### config.mk
export PLATFORM = sky130hd
export DESIGN_NAME = norm_lzc_pipe
export DESIGN_NICKNAME = d
export VERILOG_FILES = /design/src/rtl/fp_norm_pkg.sv /design/src/rtl/lzc_param.sv /design/src/rtl/norm_lzc_pipe.sv
export SDC_FILE = /design/constraint.sdc
export NUM_CORES = 1
export LEC_CHECK = 0
export BUFFER_PORTS_ARGS = -buffer_cell sky130_fd_sc_hd__buf_2
export CELL_PAD_IN_SITES_DETAIL_PLACEMENT = 0
export CELL_PAD_IN_SITES_GLOBAL_PLACEMENT = 1
export CORE_MARGIN = 5
export CORE_UTILIZATION = 40
export CTS_BUF_LIST = sky130_fd_sc_hd__clkbuf_4
export DETAILED_ROUTE_END_ITERATION = 10
export GPL_ROUTABILITY_DRIVEN = 0
export PLACE_DENSITY = 0.74
export SLEW_MARGIN = 40
export SYNTH_ARGS = -nofsm -noshare
export SYNTH_HDL_FRONTEND = slang
export SYNTH_SLANG_ARGS = --single-unit
### constraint.sdc
create_clock -name clk -period 4.51 [get_ports clk]
set_input_delay 0.902 -clock clk [delete_from_list [all_inputs] [get_ports clk]]
set_output_delay 0.902 -clock clk [all_outputs]
set_load 0.005 [all_outputs]
### src/rtl/fp_norm_pkg.sv
// Shared widths, count-width helper and stage-1 payload for
// the mantissa normaliser.
package fp_norm_pkg;

  localparam int SP_MANT_W = 24;
  localparam int SP_EXP_W  = 8;
  localparam int DP_MANT_W = 53;
  localparam int DP_EXP_W  = 11;

  function automatic int cnt_w(input int mant_w);
    return $clog2(mant_w + 1);
  endfunction

  localparam int SP_CNT_W = cnt_w(SP_MANT_W);

  typedef struct packed {
    logic [SP_MANT_W-1:0] mant;
    logic [SP_EXP_W-1:0]  exp;
    logic [SP_CNT_W-1:0]  lz;
    logic                 zero;
  } s1_pay_t;

endpackage

### src/rtl/lzc_param.sv
// Combinational leading-zero counter; returns W for an
// all-zero input.
module lzc_param #(
  parameter int W  = 24,
  parameter int CW = $clog2(W + 1)
) (
  input  logic [W-1:0]  i_vec,
  output logic [CW-1:0] o_cnt
);

  logic w_found;

  always_comb begin
    o_cnt   = CW'(W);
    w_found = 1'b0;
    for (int i = W - 1; i >= 0; i--) begin
      if (!w_found && i_vec[i]) begin
        o_cnt   = CW'(W - 1 - i);
        w_found = 1'b1;
      end
    end
  end

endmodule

### src/rtl/norm_lzc_pipe.sv
// Two-stage mantissa normaliser: LZC in stage 1, shift and
// exponent adjust with denormal clamp in stage 2.
module norm_lzc_pipe
  import fp_norm_pkg::*;
#(
  parameter int MANT_W = SP_MANT_W,
  parameter int EXP_W  = SP_EXP_W,
  parameter int CNT_W  = cnt_w(MANT_W)
) (
  input  logic              clk,
  input  logic              rst,
  input  logic              in_valid,
  output logic              in_ready,
  input  logic [MANT_W-1:0] in_mant,
  input  logic [EXP_W-1:0]  in_exp,
  output logic              out_valid,
  input  logic              out_ready,
  output logic [MANT_W-1:0] out_mant,
  output logic [EXP_W-1:0]  out_exp,
  output logic [CNT_W-1:0]  out_lz,
  output logic              out_zero,
  output logic              out_denorm
);

  typedef struct packed {
    logic [MANT_W-1:0] mant;
    logic [EXP_W-1:0]  exp;
    logic [CNT_W-1:0]  lz;
    logic              zero;
  } s1_t;

  logic              r_s1_valid;
  s1_t               r_s1;
  logic              r_out_valid;
  logic [MANT_W-1:0] r_out_mant;
  logic [EXP_W-1:0]  r_out_exp;
  logic [CNT_W-1:0]  r_out_lz;
  logic              r_out_zero;
  logic              r_out_denorm;

  logic              w_s2_ready;
  logic [CNT_W-1:0]  w_lz;
  logic [EXP_W-1:0]  w_lz_e;
  logic [EXP_W-1:0]  w_shift;
  logic [EXP_W-1:0]  w_exp;
  logic              w_den;
  logic [MANT_W-1:0] w_mant;

  assign w_s2_ready = !r_out_valid || out_ready;
  assign in_ready   = !r_s1_valid || w_s2_ready;

  lzc_param #(.W(MANT_W), .CW(CNT_W)) u_lzc (
    .i_vec(in_mant),
    .o_cnt(w_lz)
  );

  always_ff @(posedge clk) begin
    if (rst) begin
      r_s1_valid <= 1'b0;
      r_s1       <= '0;
    end else if (in_ready) begin
      r_s1_valid <= in_valid;
      if (in_valid) begin
        r_s1.mant <= in_mant;
        r_s1.exp  <= in_exp;
        r_s1.lz   <= w_lz;
        r_s1.zero <= (in_mant == '0);
      end
    end
  end

  // Underflow keeps the exponent at 1 before clamping to 0,
  // so the shift never exceeds the leading-zero count.
  assign w_lz_e = EXP_W'(r_s1.lz);

  always_comb begin
    w_shift = '0;
    w_exp   = '0;
    w_den   = 1'b0;
    if (r_s1.zero) begin
      w_shift = '0;
    end else if (w_lz_e < r_s1.exp) begin
      w_shift = w_lz_e;
      w_exp   = r_s1.exp - w_lz_e;
    end else begin
      w_shift = (r_s1.exp == '0) ? '0 : r_s1.exp - 1'b1;
      w_den   = 1'b1;
    end
  end

  assign w_mant = r_s1.zero ? '0 : (r_s1.mant << w_shift);

  always_ff @(posedge clk) begin
    if (rst) begin
      r_out_valid  <= 1'b0;
      r_out_mant   <= '0;
      r_out_exp    <= '0;
      r_out_lz     <= '0;
      r_out_zero   <= 1'b0;
      r_out_denorm <= 1'b0;
    end else if (w_s2_ready) begin
      r_out_valid <= r_s1_valid;
      if (r_s1_valid) begin
        r_out_mant   <= w_mant;
        r_out_exp    <= w_exp;
        r_out_lz     <= r_s1.lz;
        r_out_zero   <= r_s1.zero;
        r_out_denorm <= w_den;
      end
    end
  end

  assign out_valid  = r_out_valid;
  assign out_mant   = r_out_mant;
  assign out_exp    = r_out_exp;
  assign out_lz     = r_out_lz;
  assign out_zero   = r_out_zero;
  assign out_denorm = r_out_denorm;

endmodule

==> results of run 1 <==
## layer usage
| layer | global-route usage [%] | vias up |
|---|---|---|
| li1 | - | 2238 |
| met1 | 29.3 | 2086 |
| met2 | 29.2 | 155 |
| met3 | 2.69 | 18 |
| met4 | 7.26 | 0 |
| met5 | 0 | - |
## sequential cells by signal, summed over array words and instances (netlist names)
name and flops:
r_s1 38, out_mant 24, out_exp 8, out_lz 5, out_denorm 1, out_valid 1
out_zero 1, r_s1_valid 1
## cell usage after synthesis, drive strengths merged (2+ instances only)
library cell and count:
nand2 101, dfxtp 79, a21oi 64, nor2 59, mux2i 35, clkbuf 25
o21ai 19, o22ai 19, nor3 15, inv 13, a22oi 12, buf 11
nand2b 11, a211oi 8, o221ai 8, ha 7, nand3 7, a2bb2oi 6
nor4 6, a21o 5, nor2b 5, xnor2 5, a31oi 4, o211ai 4
or3 4, or4 4, and3 3, o21bai 3, o31ai 3, o32ai 3
or2 3, a211o 2, a221o 2, a32o 2, a32oi 2, and2 2
mux2 2, nand4b 2, nor4b 2, o21a 2, xor2 2
## kinds of logic after synthesis
| kind of cell | after synthesis | synth area share (%) |
|---|---|---|
| mux | 37 | 8.44 |
| fa+ha+maj | 8 | 2.36 |
| simple gates | 228 | 22.4 |
| buf+inv | 49 | 5.20 |
| compound gates | 177 | 25.5 |
| xor+xnor | 7 | 1.35 |
| flops | 79 | 34.7 |
## how the worst min path moves through the flow
| stage | start | end | cells past startpoint |
|---|---|---|---|
| after floorplan | r_s1[37]$_SDFFE_PP0P_ | r_s1[37]$_SDFFE_PP0P_ | 2 |
| after global placement | out_mant[8]$_SDFFE_PP0P_ | out_mant[8]$_SDFFE_PP0P_ | 2 |
| after detailed placement | out_mant[8]$_SDFFE_PP0P_ | out_mant[8]$_SDFFE_PP0P_ | 2 |
| after CTS | out_mant[8]$_SDFFE_PP0P_ | out_mant[8]$_SDFFE_PP0P_ | 2 |
| after global routing | out_lz[1]$_SDFFE_PP0P_ | out_lz[1]$_SDFFE_PP0P_ | 2 |
| final | out_mant[8]$_SDFFE_PP0P_ | out_mant[8]$_SDFFE_PP0P_ | 2 |
## final cells by class
cell class	count	area, um2	share of cell area (%)
Clock inverter	6	109	2.10
Timing Repair Buffer	85	448	8.65
Antenna cell	1	2.50	0.0483
Tap cell	143	179	3.45
Multi-Input combinational cell	457	2740	52.8
Clock buffer	10	75.1	1.45
Inverter	13	48.8	0.942
Sequential cell	79	1580	30.5
## power groups by stage
stage | Combinational, mW | Sequential (mW) | Clock, mW
after floorplan | 0.435 | 0.775 | 0
after global placement | 0.569 | 0.783 | 0
after detailed placement | 0.570 | 0.785 | 0
after CTS | 0.573 | 0.769 | 0.549
after global routing | 0.636 | 0.775 | 0.576
final | 0.579 | 0.769 | 0.539
## worst max-delay path, cell delays in order (launching register included)
cell and delay (ns):
dfxtp_1 0.42, inv_1 0.10, ha_1 0.22, fa_1 0.38, nand2b_1 0.18, o2bb2ai_1 0.26, a21oi_2 0.38, mux2_4 0.49
mux2i_1 0.41, o22ai_1 0.16, o21ai_0 0.44, a211o_1 0.20, a21oi_1 0.06
## per-stage QoR
| step | power [mW] | cells | cell area (um2) | utilization (%) |
|---|---|---|---|---|
| 4_1_cts | 1.89 | 793 | 5180 | 45.9 |
| 3_5_place_dp | 1.35 | 777 | 4990 | 44.3 |
| 2_1_floorplan | 1.21 | 585 | 4550 | - |
| 6_report | 1.89 | 794 | 5180 | 45.9 |
| 5_1_grt | 1.99 | 793 | 5180 | 45.9 |
| 3_3_place_gp | 1.35 | 777 | 4990 | 44.3 |
==> results.json, run 1 <==
{
  "fmax_mhz": 260,
  "layout_common_cells": "101 x nand2_1, 79 x dfxtp_1, 76 x buf_2",
  "post-cts-setup-buffer-count": 0,
  "die_area_um2": 13600,
  "cts-buffers-inserted": 9,
  "area_growth_pct": 13.8,
  "r2r_slack_ns": 0.66,
  "syn_nets": 629,
  "seqPwrFrac_pct": 40.8,
  "wire_per_inst_um": 16.6,
  "wl_met2_um": 5610,
  "vias_per_cell": 5.66,
  "crit_path_max_fanout": 24,
  "die_width_um": 117,
  "path_clk_slew_ns": 0.13,
  "cts_resized": 0,
  "finalHoldWorstSlack_ns": 0.460,
  "dp_hpwl_um": 10000,
  "cp.required_ns": 4.82,
  "place_ws_ns": 0.775,
  "clkPwrFrac_pct": 28.6,
  "ios": 77,
  "grt_util_all_layers_pct": 19.8,
  "path_class": "reg -> reg",
  "drc": 0,
  "worstRegToRegCells": 12,
  "ir_drop_mv": 0.142,
  "reg2reg_from": "r_s1[6]$_SDFFE_PP0P_",
  "ys.flop_type": "dfxtp_1",
  "final.setup.worst_slack_ns": 0.665,
  "grt_pass1_vias": 4167,
  "ys_types": 63,
  "antenna_found_initial": 0,
  "critPathLaunch": "r_s1[6]$_SDFFE_PP0P_",
  "grt_pass1_wl_um": 21500,
  "wl_met1_um": 6460,
  "synth_top_area_cell": "dfxtp_1",
  "syn_area_per_cell_um2": 7.78,
  "cts_tree": "done",
  "core_area_um2": 11300,
  "rsz0062_at_grt": "false",
  "clk_path_buf_depth": 2,
  "clk_latency_ns": 0.45,
  "drive_gt1_share_pct": 17.4,
  "start_kind": "flop",
  "drv_cap": 0,
  "endpoint": "out_mant[17]$_SDFFE_PP0P_",
  "overflow": 0,
  "initial_core_util_pct": 40.4,
  "io_buffers": 76,
  "holdCritPathClass": "reg -> reg",
  "postSynthCellCount": 585,
  "dr_wl_met3_um": 866,
  "end_kind": "flop",
  "synth_top_area_share_pct": 34.7,
  "slew_headroom_pct": 44.8,
  "combPwrFrac_pct": 30.7,
  "dr.pass1.iters": 5,
  "root_buffer": "clkbuf_4",
  "switching_power_mw": 0.635,
  "top_layer_used": "met4",
  "vias": 4497,
  "power_density_nw_per_um2": 364,
  "fin_crit_sh_pct": 85.3,
  "setup_viol": 0,
  "leakagePower_nw": 2.14,
  "period_needed_ns": 3.85,
  "swShare_pct": 33.6,
  "status": "complete, no violations",
  "rows": 39,
  "postRouteAntennaNets": 0,
  "synth-edff-count": 0,
  "finalSetupTns_ns": 0,
  "nFillCells": 1186,
  "holdBufCountCts": 0,
  "h-tree-depth": 3,
  "internal_power_mw": 1.25,
  "synth.area.top_cells": "dfxtp_1 35%, nand2_1 8.3%, mux2i_1 7.3%",
  "netlist_area_um2": 4550,
  "synthArstFlopShare_pct": 0,
  "maxSlewViolCount": 0,
  "drt-total-wl_um": 13200,
  "ys_warn_count": 0,
  "clkSinkCount": 79,
  "synth_seq_cells": 79,
  "tightest_slew_ns": 0.816,
  "synth-seq-area-share_pct": 34.7,
  "finalHoldViolations": 0,
  "final.setup_skew_ns": 0.0119,
  "final_common_cell": "nand2_1",
  "crit_arrival_ns": 4.16,
  "die_h_um": 117,
  "r2r-end": "out_mant[17]$_SDFFE_PP0P_",
  "drt-initial-drc-count": 334,
  "grt_max_degree": 43,
  "nNetsFinal": 689
}
Note: power is estimated with default switching activity, not from simulation.
==> run 2: changes to the inputs <==
GPL_TIMING_DRIVEN = 0   (was unset)
==> run 2 against run 1 <==
Compared with the run above: critical path depth rose by 2; fmax fell by 4.3%; global-route usage rose by 0.72 points; first-iteration DRC count fell by 14%; routed wire length rose by 4.7%; count of clock-buffer cells in the layout fell by 1; worst setup slack got worse by 0.17 ns; clock skew rose by 0.0067 ns; critical endpoint unchanged; largest cell class unchanged.
==> results.json, run 2 (synthesis results as in run 1) <==
{
  "status": "complete, no violations",
  "post-cts-setup-buffer-count": 0,
  "place_ws_ns": 0.566,
  "final.setup.worst_slack_ns": 0.490,
  "cts_resized": 0,
  "grt_max_degree": 16,
  "dr.pass1.iters": 5,
  "vias": 4589,
  "finalHoldViolations": 0,
  "holdCritPathClass": "reg -> reg",
  "root_buffer": "clkbuf_4",
  "drc": 0,
  "cts_tree": "done",
  "maxSlewViolCount": 0,
  "nFillCells": 1182,
  "setup_viol": 0,
  "reg2reg_from": "r_s1[6]$_SDFFE_PP0P_",
  "layout_common_cells": "101 x nand2_1, 80 x buf_2, 79 x dfxtp_1",
  "cts-buffers-inserted": 9,
  "regMostFlops": "r_s1",
  "leakagePower_nw": 2.16,
  "antenna_found_initial": 0,
  "dp_hpwl_um": 11000,
  "postRouteAntennaNets": 0,
  "vias_per_cell": 5.60,
  "drt-total-wl_um": 13800,
  "crit_path_max_fanout": 10,
  "drive_gt1_share_pct": 16.9,
  "largest_register_ffs": 38,
  "grt_util_all_layers_pct": 20.5,
  "start_kind": "flop",
  "ios": 77,
  "path_clk_slew_ns": 0.14,
  "io_buffers": 75,
  "clk_latency_ns": 0.46,
  "fin_crit_sh_pct": 89.1,
  "path_class": "reg -> reg",
  "wire_per_inst_um": 16.8,
  "dp.cells": 803,
  "rsz0062_at_grt": "false",
  "grt_pass1_wl_um": 21900,
  "fmax_mhz": 249,
  "clk_path_buf_depth": 2,
  "overflow": 0,
  "clkSinkCount": 79,
  "grt_pass1_vias": 4335,
  "core_area_um2": 11300,
  "initial_core_util_pct": 40.4,
  "drv_cap": 0,
  "r2r_slack_ns": 0.49,
  "finalNonFillerCells": 820,
  "finalHoldWorstSlack_ns": 0.459,
  "power_mw": 1.83,
  "tightest_slew_ns": 0.778,
  "r2r-end": "out_mant[17]$_SDFFE_PP0P_",
  "worstRegToRegCells": 14,
  "die_width_um": 117,
  "nNetsFinal": 715,
  "end_kind": "flop",
  "ir_drop_mv": 0.123,
  "h-tree-depth": 3,
  "holdBufCountCts": 0,
  "final_common_cell": "nand2_1",
  "slew_headroom_pct": 47.7,
  "area_growth_pct": 15.6,
  "min_to": "out_mant[17]$_SDFFE_PP0P_",
  "finalSetupTns_ns": 0,
  "rows": 39,
  "period_needed_ns": 4.02,
  "die_h_um": 117,
  "cp.required_ns": 4.83,
  "drt-initial-drc-count": 287,
  "die_area_um2": 13600,
  "worstHoldStart": "out_mant[17]$_SDFFE_PP0P_",
  "crit_arrival_ns": 4.34,
  "hold_depth": 2,
  "power_density_nw_per_um2": 347,
  "final.setup_skew_ns": 0.0185
}
==> run 2: final cells by class <==
type | instances | area [um2] | share of cell area, %
multi-input combinational | 457 | 2740 | 52.1
sequential | 79 | 1580 | 30.1
timing repair buffer | 75 | 375 | 7.13
buffer | 36 | 188 | 3.57
tap | 143 | 179 | 3.40
clock inverter | 7 | 80.1 | 1.52
clock buffer | 9 | 67.6 | 1.28
inverter | 13 | 48.8 | 0.927
antenna | 1 | 2.50 | 0.0476
==> run 2: worst max-delay path by stage <==
stage,startpoint,to,slack (ns),depth (start not counted)
after floorplan,r_s1[6]$_SDFFE_PP0P_,out_mant[19]$_SDFFE_PP0P_,1.31,14
after global placement,r_s1[6]$_SDFFE_PP0P_,out_mant[22]$_SDFFE_PP0P_,0.59,13
after detailed placement,r_s1[6]$_SDFFE_PP0P_,out_mant[22]$_SDFFE_PP0P_,0.57,13
after CTS,r_s1[6]$_SDFFE_PP0P_,out_mant[22]$_SDFFE_PP0P_,0.52,13
after global routing,r_s1[6]$_SDFFE_PP0P_,out_mant[17]$_SDFFE_PP0P_,0.19,14
final,r_s1[6]$_SDFFE_PP0P_,out_mant[17]$_SDFFE_PP0P_,0.49,14
==> run 2: routing by layer <==
| layer | track usage [%] | wire length, um |
|---|---|---|
| met1 | 28.4 | 6670 |
| met2 | 32.0 | 6120 |
| met3 | 3.73 | 728 |
| met4 | 7.49 | 268 |
| met5 | 0 | 0 |
==> run 2: critical path, stage by stage (launching register included) <==
cell and delay [ns]:
dfxtp_1 0.49, inv_1 0.13, ha_1 0.23, fa_1 0.40
nand2b_1 0.19, o2bb2ai_1 0.26, a21o_1 0.21, buf_2 0.17
and3_1 0.15, a21oi_1 0.54, clkbuf_1 0.40, nor2_1 0.10
o32ai_1 0.38, a211o_1 0.17, a21oi_1 0.06
==> run 2: metrics by stage <==
stage	util, %	instance area [um2]
finish	46.7	5260
detailed placement	45.3	5110
global route	46.7	5260
global placement	45.3	5110
floorplan	-	4550
CTS	46.6	5250
==> run 2: report_power, final <==
group / switching [mW] / internal, mW
clock network: 0.277 / 0.175
logic: 0.368 / 0.244
registers: 0.0284 / 0.736
total: 0.673 / 1.16
==> run 3: changes to the inputs <==
ABC_AREA = 1   (was unset)
CORE_MARGIN = 2   (was 5)
GPL_TIMING_DRIVEN = unset   (was 0)
PLACE_DENSITY = 0.76   (was 0.74)
==> run 3 against run 2 <==
Compared with the run above: critical path depth is 5 higher; global-route usage is 1.3 points higher; register-to-register slack better by 0.77 ns; fmax is 24% higher; critical path type unchanged; critical endpoint is now out_mant[22]$_SDFFE_PP0P_; sequential share of layout area is 0.72 points lower; clock skew is 0.0042 ns lower; count of clock-buffer cells in the layout stayed put; largest power group unchanged; worst setup slack better by 0.77 ns.
==> results.json, run 3 <==
{
  "nNetsFinal": 823,
  "cpMostUsedCell": "nand2_1",
  "grt_max_degree": 48,
  "h-tree-depth": 3,
  "slowest_delay_ns": 0.53,
  "grt_pass1_wl_um": 22600,
  "fmax_mhz": 308,
  "synth.area.top_cells": "dfxtp_1 33%, nand3_1 16%, nand2_1 10%",
  "antenna_found_initial": 1,
  "end_kind": "flop",
  "drc": 0,
  "start_kind": "flop",
  "final_common_cell": "nand3_1",
  "regMostFlops": "r_s1",
  "tightest_slew_ns": 0.766,
  "status": "complete, no violations",
  "drt-total-wl_um": 13800,
  "area_growth_pct": 11.7,
  "synth_seq_cells": 79,
  "clk_path_buf_depth": 2,
  "path_clk_slew_ns": 0.13,
  "grt_pass1_vias": 4519,
  "holdCritPathClass": "reg -> reg",
  "cts_tree": "done",
  "netlist_area_um2": 4830,
  "final.setup_skew_ns": 0.0143,
  "crit_arrival_ns": 3.64,
  "internal_power_mw": 1.20,
  "fin_crit_sh_pct": 72.1,
  "dr.pass1.iters": 5,
  "ys.flop_type": "dfxtp_1",
  "drt-initial-drc-count": 417,
  "leakagePower_nw": 2.46,
  "largest_register_ffs": 38,
  "cp.required_ns": 4.90,
  "syn_nets": 770,
  "finalHoldViolations": 0,
  "wire_per_inst_um": 14.8,
  "maxSlewViolCount": 0,
  "cts_resized": 0,
  "combPwrFrac_pct": 35.4,
  "die_area_um2": 13000,
  "synth-seq-area-share_pct": 32.8,
  "rows": 40,
  "grt_util_all_layers_pct": 21.8,
  "setup_viol": 0,
  "crit_path_max_fanout": 25,
  "period_needed_ns": 3.25,
  "synth_top_area_share_pct": 32.8,
  "postSynthCellCount": 726,
  "path_class": "reg -> reg",
  "fin_util_pct": 45.3,
  "swShare_pct": 38.9,
  "r2r_slack_ns": 1.26,
  "wl_met2_um": 5760,
  "seqPwrFrac_pct": 39.8,
  "core_area_um2": 11900,
  "wl_met1_um": 7150,
  "top_layer_used": "met4",
  "vias_per_cell": 5.37,
  "die_h_um": 114,
  "cp_slowest_cell": "o21ai_4",
  "rsz0062_at_grt": "false",
  "ir_drop_mv": 0.134,
  "synth-edff-count": 0,
  "ys_types": 42,
  "finalSetupTns_ns": 0,
  "ios": 77,
  "switching_power_mw": 0.767,
  "clkSinkCount": 79,
  "cts-buffers-inserted": 9,
  "synth_top_area_cell": "dfxtp_1",
  "layout_common_cells": "157 x nand3_1, 131 x nand2_1, 79 x dfxtp_1",
  "postRouteAntennaNets": 0,
  "holdBufCountCts": 0,
  "post-cts-setup-buffer-count": 0,
  "clk_latency_ns": 0.45,
  "power_density_nw_per_um2": 366,
  "drv_cap": 0,
  "initial_core_util_pct": 40.5,
  "yosysMostFrequentCell": "nand3_1",
  "dr_wl_met3_um": 615,
  "syn_area_per_cell_um2": 6.65,
  "slew_headroom_pct": 48.9,
  "vias": 5005,
  "drive_gt1_share_pct": 17.7,
  "yosys-top-cells-count": "157 x nand3_1, 131 x nand2_1, 79 x dfxtp_1",
  "ys_warn_count": 0,
  "io_buffers": 76,
  "synthArstFlopShare_pct": 0,
  "die_width_um": 114,
  "dp_hpwl_um": 10400,
  "clkPwrFrac_pct": 24.8,
  "root_buffer": "clkbuf_4",
  "worstPathCellList": "inv_1 > ha_1 > fa_1 > inv_1 > nand3_1 > nand2_1 > nand2_1 > nand2_2 > nand2_4 > nand2_4 > o21ai_4 > inv_2 > nand3_1 > nand3_1 > nand2_1 > nand3_1 > nand2_1 > nand2_1 > a21oi_2",
  "overflow": 0
}
run 3: final timing paths:
path / startpoint / to / depth (start not counted)
setup reg to reg: r_s1[6]$_SDFFE_PP0P_ / out_mant[22]$_SDFFE_PP0P_ / 19
hold reg to reg: out_mant[10]$_SDFFE_PP0P_ / out_mant[10]$_SDFFE_PP0P_ / 2
hold / removal: out_mant[10]$_SDFFE_PP0P_ / out_mant[10]$_SDFFE_PP0P_ / 2
setup / recovery: r_s1[6]$_SDFFE_PP0P_ / out_mant[22]$_SDFFE_PP0P_ / 19
run 3: critical path, delay by kind of cell, from the launching register on:
| family | cells | cell delay, ns |
|---|---|---|
| DFF | 1 | 0.33 |
| and+or+nand+nor | 12 | 1.23 |
| AOI/OAI and AO/OA | 2 | 0.63 |
| adders and majority gates | 2 | 0.42 |
| buffers and inverters | 3 | 0.58 |
run 3: power groups by stage:
stage	clock [mW]	combinational (mW)	sequential [mW]
2_1_floorplan	0	0.531	0.793
3_3_place_gp	0	0.693	0.798
3_5_place_dp	0	0.691	0.799
4_1_cts	0.509	0.694	0.784
5_1_grt	0.535	0.787	0.791
6_report	0.489	0.698	0.784
run 3: final cells by class:
class	count	area, um2
Fill cell	1278	6520
Multi-Input combinational cell	548	2800
Sequential cell	79	1580
Timing Repair Buffer	85	448
Inverter	56	210
Tap cell	147	184
Clock inverter	7	93.8
Clock buffer	9	67.6
Antenna cell	1	2.50
run 3: kinds of logic (layout without fill, tap and decap cells):
group	after synthesis	in the layout	share of synthesized area, %
compound gates	151	151	17.2
xor+xnor	6	6	1.09
fa+ha+maj	8	8	2.23
buf+inv	99	157	9.17
flops	79	79	32.8
other cells	0	1	0
simple gates	383	383	37.6
run 3: metrics by stage:
stage,instances,power (mW),area [um2],worst slack [ns],hold slack [ns]
2_1_floorplan,726,1.32,4830,2.02,0.445
3_3_place_gp,915,1.49,5230,1.36,0.450
3_5_place_dp,915,1.49,5230,1.34,0.454
4_1_cts,931,1.99,5390,1.31,0.474
5_1_grt,932,2.11,5390,0.873,0.489
6_report,932,1.97,5390,1.26,0.469
run 3: layer usage:
metal | GRT usage [%] | up-vias
met5 | 0 | -
met4 | 7.72 | 0
met3 | 3.13 | 16
met2 | 31.8 | 139
met1 | 32.8 | 2253
li1 | - | 2597
